==> config.mk <==
export PLATFORM = sky130hd
export DESIGN_NAME = filter_pos
export DESIGN_NICKNAME = d
export VERILOG_FILES = /design/src/rtl/filter_pkg.sv /design/src/rtl/filter_divider.sv /design/src/rtl/filter_pos.sv
export SDC_FILE = /design/constraint.sdc
export NUM_CORES = 1
export LEC_CHECK = 0
export ABC_CLOCK_PERIOD_IN_PS = 12700
export BUFFER_PORTS_ARGS = -buffer_cell sky130_fd_sc_hd__buf_4
export CAP_MARGIN = 10
export CORE_MARGIN = 2
export CORE_UTILIZATION = 45
export CTS_BUF_LIST = sky130_fd_sc_hd__clkbuf_4
export DETAILED_ROUTE_END_ITERATION = 6
export PLACE_DENSITY_LB_ADDON = 0.12
export SLEW_MARGIN = 10
export SYNTH_ARGS = -nofsm -noshare
export SYNTH_HDL_FRONTEND = slang
export SYNTH_SLANG_ARGS = --single-unit
==> constraint.sdc <==
create_clock -name clk_i -period 12.7 [get_ports clk_i]
set_input_delay 3.81 -clock clk_i [delete_from_list [all_inputs] [get_ports clk_i]]
set_output_delay 3.81 -clock clk_i [all_outputs]
set_load 0.03 [all_outputs]
==> src/rtl/filter_pkg.sv <==
// Shared widths, codes and divider state type for the position filter.
package filter_pkg;

  localparam int unsigned POS_W    = 32;
  localparam int unsigned ACC_W    = 64;
  localparam int unsigned DIV_ITER = 64;
  localparam int unsigned ITER_W   = $clog2(DIV_ITER);

  localparam logic MODE_DIFF = 1'b0;
  localparam logic MODE_AVG  = 1'b1;

  localparam logic [1:0] HEALTH_OK   = 2'd0;
  localparam logic [1:0] HEALTH_SAT  = 2'd1;
  localparam logic [1:0] HEALTH_BUSY = 2'd2;

  typedef enum logic [1:0] {
    StIdle,
    StRun,
    StDone
  } div_state_e;

endpackage

==> src/rtl/filter_divider.sv <==
// Unsigned ACC_W / POS_W restoring divider, one quotient bit per cycle.
// Latency from start to done is DIV_ITER + 1 cycles.
module filter_divider
  import filter_pkg::*;
(
  input  logic             clk_i,
  input  logic             reset_i,
  input  logic             start_i,
  input  logic             abort_i,
  input  logic [ACC_W-1:0] dividend_i,
  input  logic [POS_W-1:0] divisor_i,
  output logic [ACC_W-1:0] quotient_o,
  output logic             done_o,
  output logic             busy_o
);

  div_state_e       state_q, state_d;
  logic [ITER_W-1:0] iter_q, iter_d;
  logic [ACC_W-1:0] quo_q, quo_d;
  logic [POS_W-1:0] rem_q, rem_d;
  logic [POS_W-1:0] dsr_q, dsr_d;
  logic [POS_W:0]   rem_sh;
  logic [POS_W:0]   rem_sub;
  logic             unused_sub_msb;

  // Next-state: load operands on start, then shift/subtract once per RUN cycle.
  always_comb begin
    state_d = state_q;
    iter_d  = iter_q;
    quo_d   = quo_q;
    rem_d   = rem_q;
    dsr_d   = dsr_q;
    // Remainder stays below the divisor, so one extra bit holds the shifted value.
    rem_sh  = {rem_q, quo_q[ACC_W-1]};
    rem_sub = rem_sh - {1'b0, dsr_q};
    unique case (state_q)
      StIdle: begin
        if (start_i) begin
          state_d = StRun;
          iter_d  = '0;
          quo_d   = dividend_i;
          rem_d   = '0;
          dsr_d   = divisor_i;
        end
      end
      StRun: begin
        if (rem_sh >= {1'b0, dsr_q}) begin
          rem_d = rem_sub[POS_W-1:0];
          quo_d = {quo_q[ACC_W-2:0], 1'b1};
        end else begin
          rem_d = rem_sh[POS_W-1:0];
          quo_d = {quo_q[ACC_W-2:0], 1'b0};
        end
        if (iter_q == ITER_W'(DIV_ITER - 1)) begin
          state_d = StDone;
        end else begin
          iter_d = iter_q + 1'b1;
        end
      end
      StDone:  state_d = StIdle;
      default: state_d = StIdle;
    endcase
    if (abort_i) begin
      state_d = StIdle;
    end
  end

  assign unused_sub_msb = rem_sub[POS_W];

  // State register with synchronous reset.
  always_ff @(posedge clk_i) begin
    if (reset_i) begin
      state_q <= StIdle;
      iter_q  <= '0;
      quo_q   <= '0;
      rem_q   <= '0;
      dsr_q   <= '0;
    end else begin
      state_q <= state_d;
      iter_q  <= iter_d;
      quo_q   <= quo_d;
      rem_q   <= rem_d;
      dsr_q   <= dsr_d;
    end
  end

  assign quotient_o = quo_q;
  assign done_o     = (state_q == StDone);
  assign busy_o     = (state_q != StIdle);

endmodule

==> src/rtl/filter_pos.sv <==
// Position filter: per trigger, reports either the position delta since the
// previous trigger or the truncated mean of the samples in the current window.
module filter_pos
  import filter_pkg::*;
(
  input  logic             clk_i,
  input  logic             reset_i,
  input  logic             enable_i,
  input  logic             trig_i,
  input  logic [POS_W-1:0] inp_i,
  input  logic             MODE,
  output logic [POS_W-1:0] out_o,
  output logic             ready_o,
  output logic [1:0]       health_o
);

  localparam logic [POS_W-1:0] CntMax = '1;

  logic             en_q, trig_q;
  logic [POS_W-1:0] ref_q, ref_d;
  logic [ACC_W-1:0] sum_q, sum_d;
  logic [POS_W-1:0] count_q, count_d;
  logic [POS_W-1:0] out_q, out_d;
  logic             ready_q, ready_d;
  logic [1:0]       health_q, health_d;
  logic             neg_q, neg_d;

  logic             en_rise, en_fall, trig_rise;
  logic             accumulate;
  logic [ACC_W-1:0] inp_ext, snap_sum, div_dividend, div_quot;
  logic [POS_W-1:0] snap_cnt, avg_res;
  logic             div_start, div_abort, div_done, div_busy, avg_valid;
  logic             unused_quot_hi;

  assign en_rise   = enable_i & ~en_q;
  assign en_fall   = ~enable_i & en_q;
  assign trig_rise = trig_i & ~trig_q;
  assign div_abort = en_rise | en_fall;
  // A division finishing in a disabled cycle is dropped.
  assign avg_valid = div_done & enable_i;

  // Window accumulation, difference path, snapshot/divider start and health.
  always_comb begin
    ref_d        = ref_q;
    sum_d        = sum_q;
    count_d      = count_q;
    out_d        = out_q;
    ready_d      = 1'b0;
    health_d     = health_q;
    neg_d        = neg_q;
    accumulate   = 1'b0;
    div_start    = 1'b0;
    inp_ext      = {{(ACC_W - POS_W){inp_i[POS_W-1]}}, inp_i};
    snap_sum     = sum_q + inp_ext;
    snap_cnt     = (count_q == CntMax) ? CntMax : count_q + 1'b1;
    // Divide the magnitude; sign is restored on the quotient.
    div_dividend = snap_sum[ACC_W-1] ? -snap_sum : snap_sum;
    avg_res      = neg_q ? -div_quot[POS_W-1:0] : div_quot[POS_W-1:0];

    // Latch the mean so out_o holds it after the ready cycle.
    if (avg_valid) begin
      out_d = avg_res;
    end

    if (en_rise) begin
      ref_d    = inp_i;
      sum_d    = inp_ext;
      count_d  = {{(POS_W - 1){1'b0}}, 1'b1};
      health_d = HEALTH_OK;
    end else if (enable_i) begin
      accumulate = 1'b1;
      if (trig_rise) begin
        if (MODE == MODE_DIFF) begin
          out_d   = inp_i - ref_q;
          ref_d   = inp_i;
          ready_d = 1'b1;
        end else if (div_busy) begin
          health_d = HEALTH_BUSY;
        end else begin
          div_start  = 1'b1;
          neg_d      = snap_sum[ACC_W-1];
          sum_d      = '0;
          count_d    = '0;
          accumulate = 1'b0;
        end
      end
    end

    if (accumulate) begin
      sum_d   = sum_q + inp_ext;
      count_d = snap_cnt;
      if (snap_cnt == CntMax && health_d != HEALTH_BUSY) begin
        health_d = HEALTH_SAT;
      end
    end
  end

  // State register with synchronous reset.
  always_ff @(posedge clk_i) begin
    if (reset_i) begin
      en_q     <= 1'b0;
      trig_q   <= 1'b0;
      ref_q    <= '0;
      sum_q    <= '0;
      count_q  <= '0;
      out_q    <= '0;
      ready_q  <= 1'b0;
      health_q <= HEALTH_OK;
      neg_q    <= 1'b0;
    end else begin
      en_q     <= enable_i;
      trig_q   <= trig_i;
      ref_q    <= ref_d;
      sum_q    <= sum_d;
      count_q  <= count_d;
      out_q    <= out_d;
      ready_q  <= ready_d;
      health_q <= health_d;
      neg_q    <= neg_d;
    end
  end

  filter_divider u_divider (
    .clk_i      (clk_i),
    .reset_i    (reset_i),
    .start_i    (div_start),
    .abort_i    (div_abort),
    .dividend_i (div_dividend),
    .divisor_i  (snap_cnt),
    .quotient_o (div_quot),
    .done_o     (div_done),
    .busy_o     (div_busy)
  );

  assign unused_quot_hi = ^div_quot[ACC_W-1:POS_W];

  assign out_o    = avg_valid ? avg_res : out_q;
  assign ready_o  = ready_q | avg_valid;
  assign health_o = health_q;

endmodule
Yosys cells after proc, flatten, opt, wreduce, memory -nomap -nowiden
Index checks and enable logic that the tools add are counted.

Register bits after elaboration: 302. Output and inout port bits: 35. Logic and storage cells: 117. Input bits: 37.

Mux-type cells: 54. Equality and inequality tests: 11. $lt $le $gt $ge: 1. Reduce and logical (&&, ||, !) cells: 18. Add/subtract/negate cells: 7. Bitwise gates (word level): 12.

Operators with widths (count): two-way mux 32 bit (19); two-way mux 64 bit (8); one-hot mux 64 bit (2 select lines) (1); adder 64 bit (1); == test 32 bit, second input constant (2); negation 64 bit (1); one-hot mux 32 bit (2 select lines) (1); subtractor 32 bit (2); >= comparator 33 x 32 -> 1 bit (1); adder 32 x 1 -> 32 bit, second input constant (1); negation 32 bit (1); two-way mux 2 bit (9); two-way mux 1 bit (12); two-way mux 6 bit (2); one-hot mux 6 bit (2 select lines) (1); nonzero test 3 bit (3); nonzero test 2 bit (4); adder 6 x 1 -> 6 bit, second input constant (1); == test 6 bit, second input constant (1); != test 2 bit, second input constant (3); inverter 1 bit (6); AND reduction 2 bit (3); AND reduction 3 bit (2); AND reduction 5 bit (1); 12 further kinds (17).

Longest topological paths before layout
Depth after elaboration: 10. Mapped depth: 18.

Cells and area by module
A second synthesis with hierarchy kept.

Cells, all modules: 3156. Area total of the unflattened synthesis: 22935.7 sq um.

Modules (own cells, without submodules): filter_pos (times used 1, cells an instance 2181, area each 15476.1 sq um); filter_divider (times used 1, cells an instance 975, area each 7459.7 sq um).

Worst setup path before layout
OpenSTA, ideal clock, no wires.

Kind: input -> output. From: input enable_i. To: output out_o[28]. Cell stages on the path: 5. Buffers on the path: 3. Data arrival time: 5.268 ns. Data required time: 8.890 ns. Path slack: 3.622 ns. Cell sequence: clkbuf_1 > nand3b_1 > clkbuf_1 > clkbuf_1 > o21ai_0.

Cells in the longest elaborated chain, start to end: 2.

Ends and longest elaborated chain: start, declared (RTL line filter_pos.sv:8) `input logic enable_i,`; AND 1 bit (RTL line filter_pos.sv:40) `assign avg_valid = div_done & enable_i;`; two-way mux 32 bit (RTL line filter_pos.sv:137) `assign out_o = avg_valid ? avg_res : out_q;`; end, declared (RTL line filter_pos.sv:12) `output logic [POS_W-1:0] out_o,`.

No other way between the ends.

Final worst setup path
Same ends and word-level chain as after synthesis.

==> summary.md <==
| Metric | Value |
|---|---|
| Synth async-reset ratio | 0% |
| Clock skew | 84.14 ps |
| Area delta synth->final | 8.949% |
| Final setup vio count | 0 |
| Unrepaired setup endpoints after global routing | false |
| Tmin final | 9013 ps |
| Via count | 21.49k |
| Layout cell share with drive strength beyond 1 | 9.697% |
| # rows | 80 |
| DRT Wirelength | 63,990 µm |
| Slowest cell on crit path | buf_4 |
| Max Root-Sink Buffers | 3 |
| DRC errors left | 0 |
| CP required | 8890 ps |
| Syn Area/Cell | 7.449 µm² |
| Leakage | 9.325 nW |
| Seq/Total Area, Yosys | 27.68% |
| Yosys reg bits | 302 |
| Die height | 224.3 µm |
| Ports | 72 |
| Clk sink count | 302 |
| Final Net Count | 3,106 |
| Hold slack final | 449.2 ps |
| Fmax | 111.0 MHz |
| CP cell instances | buf_4, nand3b_1, buf_4, o21ai_0, buf_4 |
| Final Non-Filler Cells | 3,618 |
| Syn_nets | 3,104 |
| Ranking of synthesized cells by area | dfxtp_1 28%, ha_1 7.6%, nand2_1 7.0% |
| Root Buffer | clkbuf_4 |
| Post-synth top area share | 27.68% |
| Crit Path Max Fanout | 65 |
| Total of max-cap violations | 0 |
| Post-CTS Hold Buffers | 0 |
| CTS buffer count | 89 |
| TritonCTS clock tree | yes |
| Initial Util | 45.65% |
| Synth cell count leaders | 410 x nand2_1, 302 x dfxtp_1, 286 x a21oi_1 |
| Clock transition at the registers of the reported paths | 50 ps |
| Max-slew headroom | 17.06% |
| Initial drt markers | 1,797 |
| Die Area | 0.05031 mm² |
| Initial antenna violation count | 2 |
| Post-DP HPWL | 46,030 µm |
| First-pass GRT wire length | 104,400 µm |
| Critical path arrival | 5200 ps |
| TNS Setup | 0 ps |
| Synth area leader | dfxtp_1 |
| Post-CTS Resized | 0 |
| Yosys cell types | 106 |
| Post-CTS setup buffers | 0 |
| Mean routed wirelength per cell | 17.69 µm |
| Tightest Pin Transition | 1242 ps |
| Worst stage delay on the critical path | 460 ps |
| Final Hold Fails | 0 |
| Placer congestion estimate | 0.9538 |
| Post-DRT Antenna Nets | 0 |
| Count leader, synth | nand2_1 |
| PwrDens | 127.6 mW/mm² |
| Tot GR Track Use | 25.18% |
| CTS H-tree depth | 3 |
| Final period util | 70.97% |
| Main flop type after synthesis | dfxtp_1 |
| Pre-CTS setup slack | 3677 ps |
| Port buffer count | 71 |
| Dpl cells | 3,458 |
| Fin. max-slew vios | 0 |
| Delay-heaviest family, CP | buffers and inverters |
| Crit path kind | primary input to output port |
| Critical path capture point type | output port |
| Remaining Overflow, GRT | 0 |
| Clk_lat worst skew | 840 ps |
| Buf/Inv on CP | 3 |
| DRT Pass-1 Iters | 6 |
| Largest net degree at the start of global routing | 165 |
| Worst setup SP type | primary input |
| Status | completed |
| Die extent in x | 224.3 µm |
| VDD IR max | 0.06668 mV |
| Setup WS post-layout | 3687 ps |
| EDFF count, synth | 0 |
| Hold Crit Class | flop to flop |
| Post-Syn Instances | 2,932 |
| Synth warn | 0 |
| Vias in the first global route | 19.74k |
| Post-Synthesis Cell Area | 0.02184 mm² |
| Via/cell ratio | 5.939 |
| Core area | 0.04785 mm² |
| Critical path's most frequent cell | buf_4 |
[state kept, by name (all words and copies together), names as in the netlist]
register	cells
out_q	32
neg_q	1
ref_q	32
u_divider.dsr_q	32
sum_q	64
u_divider.state_q	2
count_q	32
trig_q	1
ready_q	1
health_o	2
u_divider.iter_q	6
u_divider.rem_q	32
u_divider.quotient_o	64
en_q	1
[routing by layer]
metal	track usage, %	wire length (µm)	part of all wire (%)
met1	37.86	32190	50
met4	6.687	1239	1.9
met5	0	0	0
met3	3.579	3721	5.8
met2	37.35	26840	42
[metrics by stage]
step,utilization [%],cell area [µm²],power [mW]
6_report,49.73,23790,3.037
5_1_grt,49.73,23790,3.235
3_5_place_dp,47.40,22680,2.099
3_3_place_gp,47.40,22680,2.083
4_1_cts,49.72,23790,3.054
2_1_floorplan,-,21840,1.849
[cells in the final DEF, fill, tap and decap left out, types with 34 or more instances in the layout]
master / instances
inv_1: 111
dfxtp_1: 302
nand2_1: 410
nor3_1: 60
a31oi_1: 46
xor2_1: 111
xnor2_1: 99
nand2b_1: 34
a221oi_1: 36
o21ai_0: 157
buf_4: 91
a21o_1: 59
nor2_1: 264
ha_1: 131
a22oi_1: 71
clkbuf_4: 128
a21oi_1: 284
nand4_1: 38
nand3_1: 82
[where the power goes]
group	switching, mW	internal (mW)
Clock	0.459	0.482
Combinational	0.666	0.399
Sequential	0.0324	0.999
[path summary, 6_finish.rpt]
check             slack (ps)  cells past startpoint                               endpoint                    from
setup / recovery        3690                      5                              out_o[28]                enable_i
hold reg to reg          450                      2                 ref_q[30]$_SDFFE_PP0P_  ref_q[30]$_SDFFE_PP0P_
hold / removal           450                      2                 ref_q[30]$_SDFFE_PP0P_  ref_q[30]$_SDFFE_PP0P_
setup reg to reg        7330                     15  u_divider.quotient_o[32]$_SDFFE_PP0P_   sum_q[5]$_SDFFE_PP0P_
[area by class of cell]
type                            instances  area, µm²
Antenna cell                            2      5.005
Clock buffer                          128      960.9
Clock inverter                         30      150.1
Fill cell                            4761      24050
Inverter                              111      416.7
Multi-Input combinational cell       2337      14730
Sequential cell                       302       6046
Tap cell                              615      769.5
Timing Repair Buffer                   93      716.9
[tightest hold or removal path, delay by kind of cell (launching register included)]
family	cells	cell delay [ps]
compound gates	1	50
flops	1	300
simple gates	1	50
[kinds of logic (layout without fill, tap and decap cells)]
family,Yosys count,in the layout,share of synthesized area (%)
DFF,302,302,27.68
muxes,6,6,0.2807
xor gates and xnor gates,212,212,8.502
buffers and inverters,293,362,5.259
other,0,2,0
and+or+nand+nor,1059,1059,22.66
AOI/OAI and AO/OA,925,925,27.77
adders and majority gates,135,135,7.837
No activity file was read; power rests on OpenSTA's default activity.
